--- config.mk ---
export PLATFORM = sky130hd
export DESIGN_NAME = z_run_logger
export DESIGN_NICKNAME = d
export VERILOG_FILES = /design/src/rtl/z_run_pkg.sv /design/src/rtl/z_run_fifo.sv /design/src/rtl/z_run_logger.sv
export SDC_FILE = /design/constraint.sdc
export NUM_CORES = 1
export LEC_CHECK = 0
export BUFFER_PORTS_ARGS = -buffer_cell sky130_fd_sc_hd__buf_2
export CORE_MARGIN = 10
export CORE_UTILIZATION = 51
export DETAILED_ROUTE_END_ITERATION = 8
export GPL_TIMING_DRIVEN = 0
export PLACE_DENSITY = 0.68
export SLEW_MARGIN = 15
export SYNTH_ARGS = -nofsm -noshare
export SYNTH_HDL_FRONTEND = slang
export SYNTH_SLANG_ARGS = --single-unit
--- constraint.sdc ---
create_clock -name clk -period 5.7 [get_ports clk]
set_input_delay 1.425 -clock clk [delete_from_list [all_inputs] [get_ports clk]]
set_output_delay 1.425 -clock clk [all_outputs]
set_load 0.05 [all_outputs]
--- src/rtl/z_run_pkg.sv ---
// Shared types and width constants for the z-run logger and its record FIFO.
// Z_RUN_LOGGER_TIMESTAMP_EN adds a start-cycle timestamp field to each record.
package z_run_pkg;

    localparam int LEN_W      = 8;
    localparam int FIFO_DEPTH = 4;
    localparam int DROP_W     = 8;
    localparam int TS_W       = 16;

    localparam logic [LEN_W-1:0]  LEN_MAX  = '1;
    localparam logic [DROP_W-1:0] DROP_MAX = '1;

    typedef enum logic {
        IDLE,
        RUN
    } state_t;

`ifdef Z_RUN_LOGGER_TIMESTAMP_EN
    typedef struct packed {
        logic             sat;
        logic [LEN_W-1:0] len;
        logic [TS_W-1:0]  ts;
    } rec_t;
`else
    typedef struct packed {
        logic             sat;
        logic [LEN_W-1:0] len;
    } rec_t;
`endif

endpackage

--- src/rtl/z_run_fifo.sv ---
// First-word-fall-through record FIFO; flush outranks push and pop.
// The head reads as all zeros whenever the FIFO is empty.
module z_run_fifo
    import z_run_pkg::*;
#(
    parameter int DEPTH = FIFO_DEPTH
) (
    input  logic                     clk,
    input  logic                     resetn,
    input  logic                     push,
    input  rec_t                     push_data,
    input  logic                     pop,
    input  logic                     flush,
    output rec_t                     head,
    output logic                     empty,
    output logic [$clog2(DEPTH):0]   count
);

    localparam int PTR_W = $clog2(DEPTH);
    localparam int CNT_W = PTR_W + 1;

    rec_t             mem [DEPTH];
    logic [PTR_W-1:0] wr_ptr;
    logic [PTR_W-1:0] rd_ptr;
    logic             full;
    logic             do_push;
    logic             do_pop;

    assign full    = (count == CNT_W'(DEPTH));
    assign empty   = (count == '0);
    // A full FIFO still takes a push when the head leaves on the same edge.
    assign do_pop  = pop && !empty && !flush;
    assign do_push = push && !flush && (!full || do_pop);

    always_ff @(posedge clk or negedge resetn) begin
        if (!resetn) begin
            wr_ptr <= '0;
            rd_ptr <= '0;
            count  <= '0;
        end else if (flush) begin
            wr_ptr <= '0;
            rd_ptr <= '0;
            count  <= '0;
        end else begin
            if (do_push) wr_ptr <= wr_ptr + 1'b1;
            if (do_pop)  rd_ptr <= rd_ptr + 1'b1;
            case ({do_push, do_pop})
                2'b10:   count <= count + 1'b1;
                2'b01:   count <= count - 1'b1;
                default: count <= count;
            endcase
        end
    end

    always_ff @(posedge clk) begin
        if (do_push) mem[wr_ptr] <= push_data;
    end

    assign head = empty ? '0 : mem[rd_ptr];

endmodule

--- src/rtl/z_run_logger.sv ---
// Measures runs of z=1, queues {sat,len} records for a valid/ready reader, counts drops.
// Z_RUN_LOGGER_TIMESTAMP_EN adds a cycle counter and the rec_ts head-timestamp port.
module z_run_logger
    import z_run_pkg::*;
#(
    parameter int DEPTH = FIFO_DEPTH
) (
    input  logic              clk,
    input  logic              resetn,
    input  logic              z,
    input  logic              flush,
    output logic              rec_valid,
    input  logic              rec_ready,
    output logic [LEN_W-1:0]  rec_len,
    output logic              rec_sat,
    output logic [DROP_W-1:0] drop_cnt
`ifdef Z_RUN_LOGGER_TIMESTAMP_EN
    ,
    output logic [TS_W-1:0]   rec_ts
`endif
);

    localparam int CNT_W = $clog2(DEPTH) + 1;

    state_t           state;
    state_t           next_state;
    logic [LEN_W-1:0] run_len;
    logic             run_sat;
    logic             push_req;
    logic             pop_fire;
    logic             room;
    logic             fifo_empty;
    logic [CNT_W-1:0] fifo_count;
    rec_t             push_rec;
    rec_t             head_rec;

    always_ff @(posedge clk or negedge resetn) begin
        if (!resetn)    state <= IDLE;
        else if (flush) state <= IDLE;
        else            state <= next_state;
    end

    always_comb begin
        next_state = state;
        case (state)
            IDLE:    if (z)  next_state = RUN;
            RUN:     if (!z) next_state = IDLE;
            default: next_state = IDLE;
        endcase
    end

    always_comb begin
        push_req = 1'b0;
        if (state == RUN && !z && !flush) push_req = 1'b1;
    end

    // The length sticks at its maximum once reached; one more 1 marks it saturated.
    always_ff @(posedge clk or negedge resetn) begin
        if (!resetn) begin
            run_len <= '0;
            run_sat <= 1'b0;
        end else if (flush) begin
            run_len <= '0;
            run_sat <= 1'b0;
        end else if (state == IDLE && z) begin
            run_len <= LEN_W'(1);
            run_sat <= 1'b0;
        end else if (state == RUN && z) begin
            if (run_len == LEN_MAX) run_sat <= 1'b1;
            else                    run_len <= run_len + 1'b1;
        end
    end

    assign pop_fire = !fifo_empty && rec_ready && !flush;
    assign room     = (fifo_count != CNT_W'(DEPTH)) || pop_fire;

    always_ff @(posedge clk or negedge resetn) begin
        if (!resetn) begin
            drop_cnt <= '0;
        end else if (push_req && !room && drop_cnt != DROP_MAX) begin
            drop_cnt <= drop_cnt + 1'b1;
        end
    end

`ifdef Z_RUN_LOGGER_TIMESTAMP_EN
    logic [TS_W-1:0] ts_cnt;
    logic [TS_W-1:0] ts_start;

    always_ff @(posedge clk or negedge resetn) begin
        if (!resetn) begin
            ts_cnt   <= '0;
            ts_start <= '0;
        end else begin
            ts_cnt <= ts_cnt + 1'b1;
            if (state == IDLE && z && !flush) ts_start <= ts_cnt;
        end
    end

    assign push_rec = '{sat: run_sat, len: run_len, ts: ts_start};
    assign rec_ts   = head_rec.ts;
`else
    assign push_rec = '{sat: run_sat, len: run_len};
`endif

    z_run_fifo #(
        .DEPTH (DEPTH)
    ) u_fifo (
        .clk       (clk),
        .resetn    (resetn),
        .push      (push_req && room),
        .push_data (push_rec),
        .pop       (rec_ready),
        .flush     (flush),
        .head      (head_rec),
        .empty     (fifo_empty),
        .count     (fifo_count)
    );

    assign rec_valid = !fifo_empty;
    assign rec_len   = head_rec.len;
    assign rec_sat   = head_rec.sat;

endmodule

==> implementation parameters <==
Parameter                              Value

Route
  Router iterations before antenna repair    4
  Routed Wire Length    5.04 mm
  Vias per cell    5.62
  Total number of vias    1724
  Wire length per cell    16.4 um
  Remaining design rule violation count    0
  Post-route antenna net violation count    0
  Iteration-0 DRC count of the detailed router    93

Logic synthesis
  Post-synthesis instance total    199
  Combined area of all synthesized cells    2790 um2
  Fraction of registers with async set or reset after synthesis    0.410
  Most instantiated flip-flop cell in the synthesis netlist    sky130_fd_sc_hd__edfxtp_1
  Net Count, Synth    211
  Avg Cell Area, Syn    14.0 um2
  Distinct cells, synth    46
  Synth Register Bits    61
  Synthesis warning total    0
  Sequential element share of the synthesized area    0.612
  Post-synth EDFFs    36

Flow run
  Total of max-cap violations    0

Worst hold path
  Hold path depth    1
  Endpoint with the worst hold slack    drop_cnt[7]$_DFFE_PN0P_
  Hold Path Origin    drop_cnt[7]$_DFFE_PN0P_
  Min-delay worst type    register to register

Critical path
  End of the worst register-to-register path    u_fifo.count[2]$_DFFE_PN0P_
  Category of the most critical setup path    register to output pin
  Critical path peak fanout    10
  WP data arrival    1.96 ns
  Worst Setup End Kind    output pin
  Reg-to-reg setup timing slack    3.59 ns
  Depth of the worst register-to-register path    7
  Reg-to-reg startpoint    state$_DFF_PN0_
  Element type at the critical path start    register
  WP data required    4.28 ns

Global routing
  Number of global-route vias before repair    1622
  Pin count of the biggest net entering global routing    26
  Global-route usage over all layers    0.122
  Antenna violations before repair    0
  Wire length of the first global-routing pass    8.30 mm
  Total grt overflow    0

Power and ir drop
  NetSw    342 uW
  Maximum vdd drop    216 uV
  Power share of the sequential group    0.434
  Pwr dens    354 nW/um2
  PnR Total Power    1.13 mW
  Fraction of power spent switching nets    0.303
  Static leakage power    1.28 nW
  Relative contribution of combinational cells to total power    0.206
  Clock Power Share    0.360
  Pint    788 uW

Timing
  Slew margin rel.    0.607
  Upper clock frequency limit    0.296 GHz
  Setup tns final    0 ns
  Period minus WS final    3.38 ns
  Max Slew Vio Count    0
  Final worst path period share    0.593
  Setup repair after global routing missed its margin    false
  Worst hold-check slack    0.515 ns
  Least-Margin Pin Slew    0.589 ns
  Worst Clk Skew    0.00842 ns
  Total count of hold-check failures in the final report    0
  Final setup violation count    0

Run status
  Result of the run    complete, no violations

CTS
  Clock tree from TritonCTS    yes
  CTS Buf Count    9
  CTS hold repair buffers    0
  Post-cts gate resize count    0
  H-Tree Level Count    3
  Number of buffers inserted by post-CTS setup repair    0
  Clock Path Buffers    2
  Clock transition at path regs    0.06 ns
  Clock latency on the worst-skew pair    0.34 ns
  Root buffer selected by CTS    sky130_fd_sc_hd__clkbuf_8
  Number of clock sinks seen by CTS    61

Layout
  Ant. Diodes    0
  Commonest non-fill, non-tap cells in the layout    36 x sky130_fd_sc_hd__edfxtp_1, 25 x sky130_fd_sc_hd__dfrtp_1, 23 x sky130_fd_sc_hd__buf_2
  Final non-filler cell area    3190 um2
  Area growth, synth to finish    14.5%
  Proportion of layout cells with a drive suffix above 1    0.228
  Nets@finish    244
  Commonest non-fill, non-tap cell in the layout    sky130_fd_sc_hd__edfxtp_1

Place
  DP Wirelength    3.35 mm
  Cell area reported after detailed placement    2980 um2
  Weighted congestion at the end of routability-driven global placement    0.750
  Count of input and output buffers    22

Floorplan
  Number of cell rows    26
  Area enclosed by the die boundary    8820 um2
  Initial Utilization    0.535
  Area of the core region    5200 um2
  Floorplan die height    93.9 um
  DIE WIDTH    93.9 um
  Number of I/O pins    23
==> flip-flops by register name, summed over array words and instances (netlist names) <==
name and flops:
drop_cnt 8, run_sat 1, u_fifo.rd_ptr 2, u_fifo.mem 36
state 1, run_len 8, u_fifo.wr_ptr 2, u_fifo.count 3
==> power groups by stage <==
stage	Sequential (mW)	Combinational [mW]	Clock, mW
after detailed placement	0.499	0.237	0
after global routing	0.493	0.248	0.433
after CTS	0.490	0.237	0.411
final	0.490	0.232	0.407
after global placement	0.499	0.235	0
after floorplan	0.501	0.180	0
==> per-stage QoR <==
stage,utilization,setup slack (ns),std cells
floorplan,-,2.56,199
global placement,0.573,2.49,291
detailed placement,0.573,2.51,291
CTS,0.613,2.29,307
global route,0.613,2.21,307
finish,0.613,2.32,307
==> final cells by class <==
| cell class | instances | area (um2) |
|---|---|---|
| tap | 70 | 87.6 |
| buffer | 6 | 23.8 |
| fill | 417 | 2010 |
| clock buffer | 11 | 131 |
| multi-input combinational | 129 | 1040 |
| inverter | 3 | 11.3 |
| sequential | 61 | 1710 |
| timing repair buffer | 22 | 110 |
| clock inverter | 5 | 75.1 |
==> routing by layer <==
metal,GRT usage,routed length (um),up-vias
li1,-,-,829
met4,0.0582,92,0
met2,0.173,2280,46
met5,0,0,-
met1,0.165,2370,840
met3,0.0384,294,9
==> synthesized netlist by cell type, types with 3 or more instances <==
cell type                  instances  area (um2)
sky130_fd_sc_hd__nand3_1          10        50.1
sky130_fd_sc_hd__a21oi_1           6        30.0
sky130_fd_sc_hd__xor2_1            4        35.0
sky130_fd_sc_hd__edfxtp_1         36        1080
sky130_fd_sc_hd__nor2b_1           5        31.3
sky130_fd_sc_hd__ha_1              6        75.1
sky130_fd_sc_hd__and3_1            5        31.3
sky130_fd_sc_hd__nand2_1           5        18.8
sky130_fd_sc_hd__xnor2_1           6        52.6
sky130_fd_sc_hd__and2_1           11        68.8
sky130_fd_sc_hd__clkbuf_1          5        18.8
sky130_fd_sc_hd__a31oi_1           3        18.8
sky130_fd_sc_hd__inv_1             3        11.3
sky130_fd_sc_hd__nor3_1            3        15.0
sky130_fd_sc_hd__and3_2            4        30.0
sky130_fd_sc_hd__a211oi_1          3        22.5
sky130_fd_sc_hd__dfrtp_1          25         626
sky130_fd_sc_hd__mux4_2            9         203
sky130_fd_sc_hd__o21ai_0           3        15.0
sky130_fd_sc_hd__nor2_1           13        48.8
sky130_fd_sc_hd__nand4_1           3        18.8
==> worst max-delay path, cell delays in order (launching register included) <==
cell and delay (ns):
sky130_fd_sc_hd__dfrtp_1 0.36, sky130_fd_sc_hd__buf_2 0.33, sky130_fd_sc_hd__mux4_2 0.56, sky130_fd_sc_hd__and2_1 0.16, sky130_fd_sc_hd__buf_2 0.20
==> logic make-up after synthesis <==
group | Yosys count | share of synthesized area
adders and majority gates | 7 | 0.0341
DFF | 61 | 0.612
and+or+nand+nor | 70 | 0.147
AOI/OAI and AO/OA | 29 | 0.0732
muxes | 13 | 0.0894
xor gates and xnor gates | 10 | 0.0314
buffers and inverters | 9 | 0.0126
==> how the worst max path moves through the flow <==
stage	from	endpoint	slack (ns)	depth (start not counted)
3_3_place_gp	flush	u_fifo.count[2]$_DFFE_PN0P_	2.49	7
2_1_floorplan	u_fifo.count[0]$_DFFE_PN0P_	rec_len[0]	2.56	3
4_1_cts	u_fifo.rd_ptr[0]$_DFFE_PN0P_	rec_len[2]	2.29	4
6_report	u_fifo.rd_ptr[0]$_DFFE_PN0P_	rec_len[2]	2.32	4
3_5_place_dp	flush	u_fifo.count[2]$_DFFE_PN0P_	2.51	7
5_1_grt	u_fifo.rd_ptr[0]$_DFFE_PN0P_	rec_len[4]	2.21	4
No activity file was read; power rests on OpenSTA's default activity.
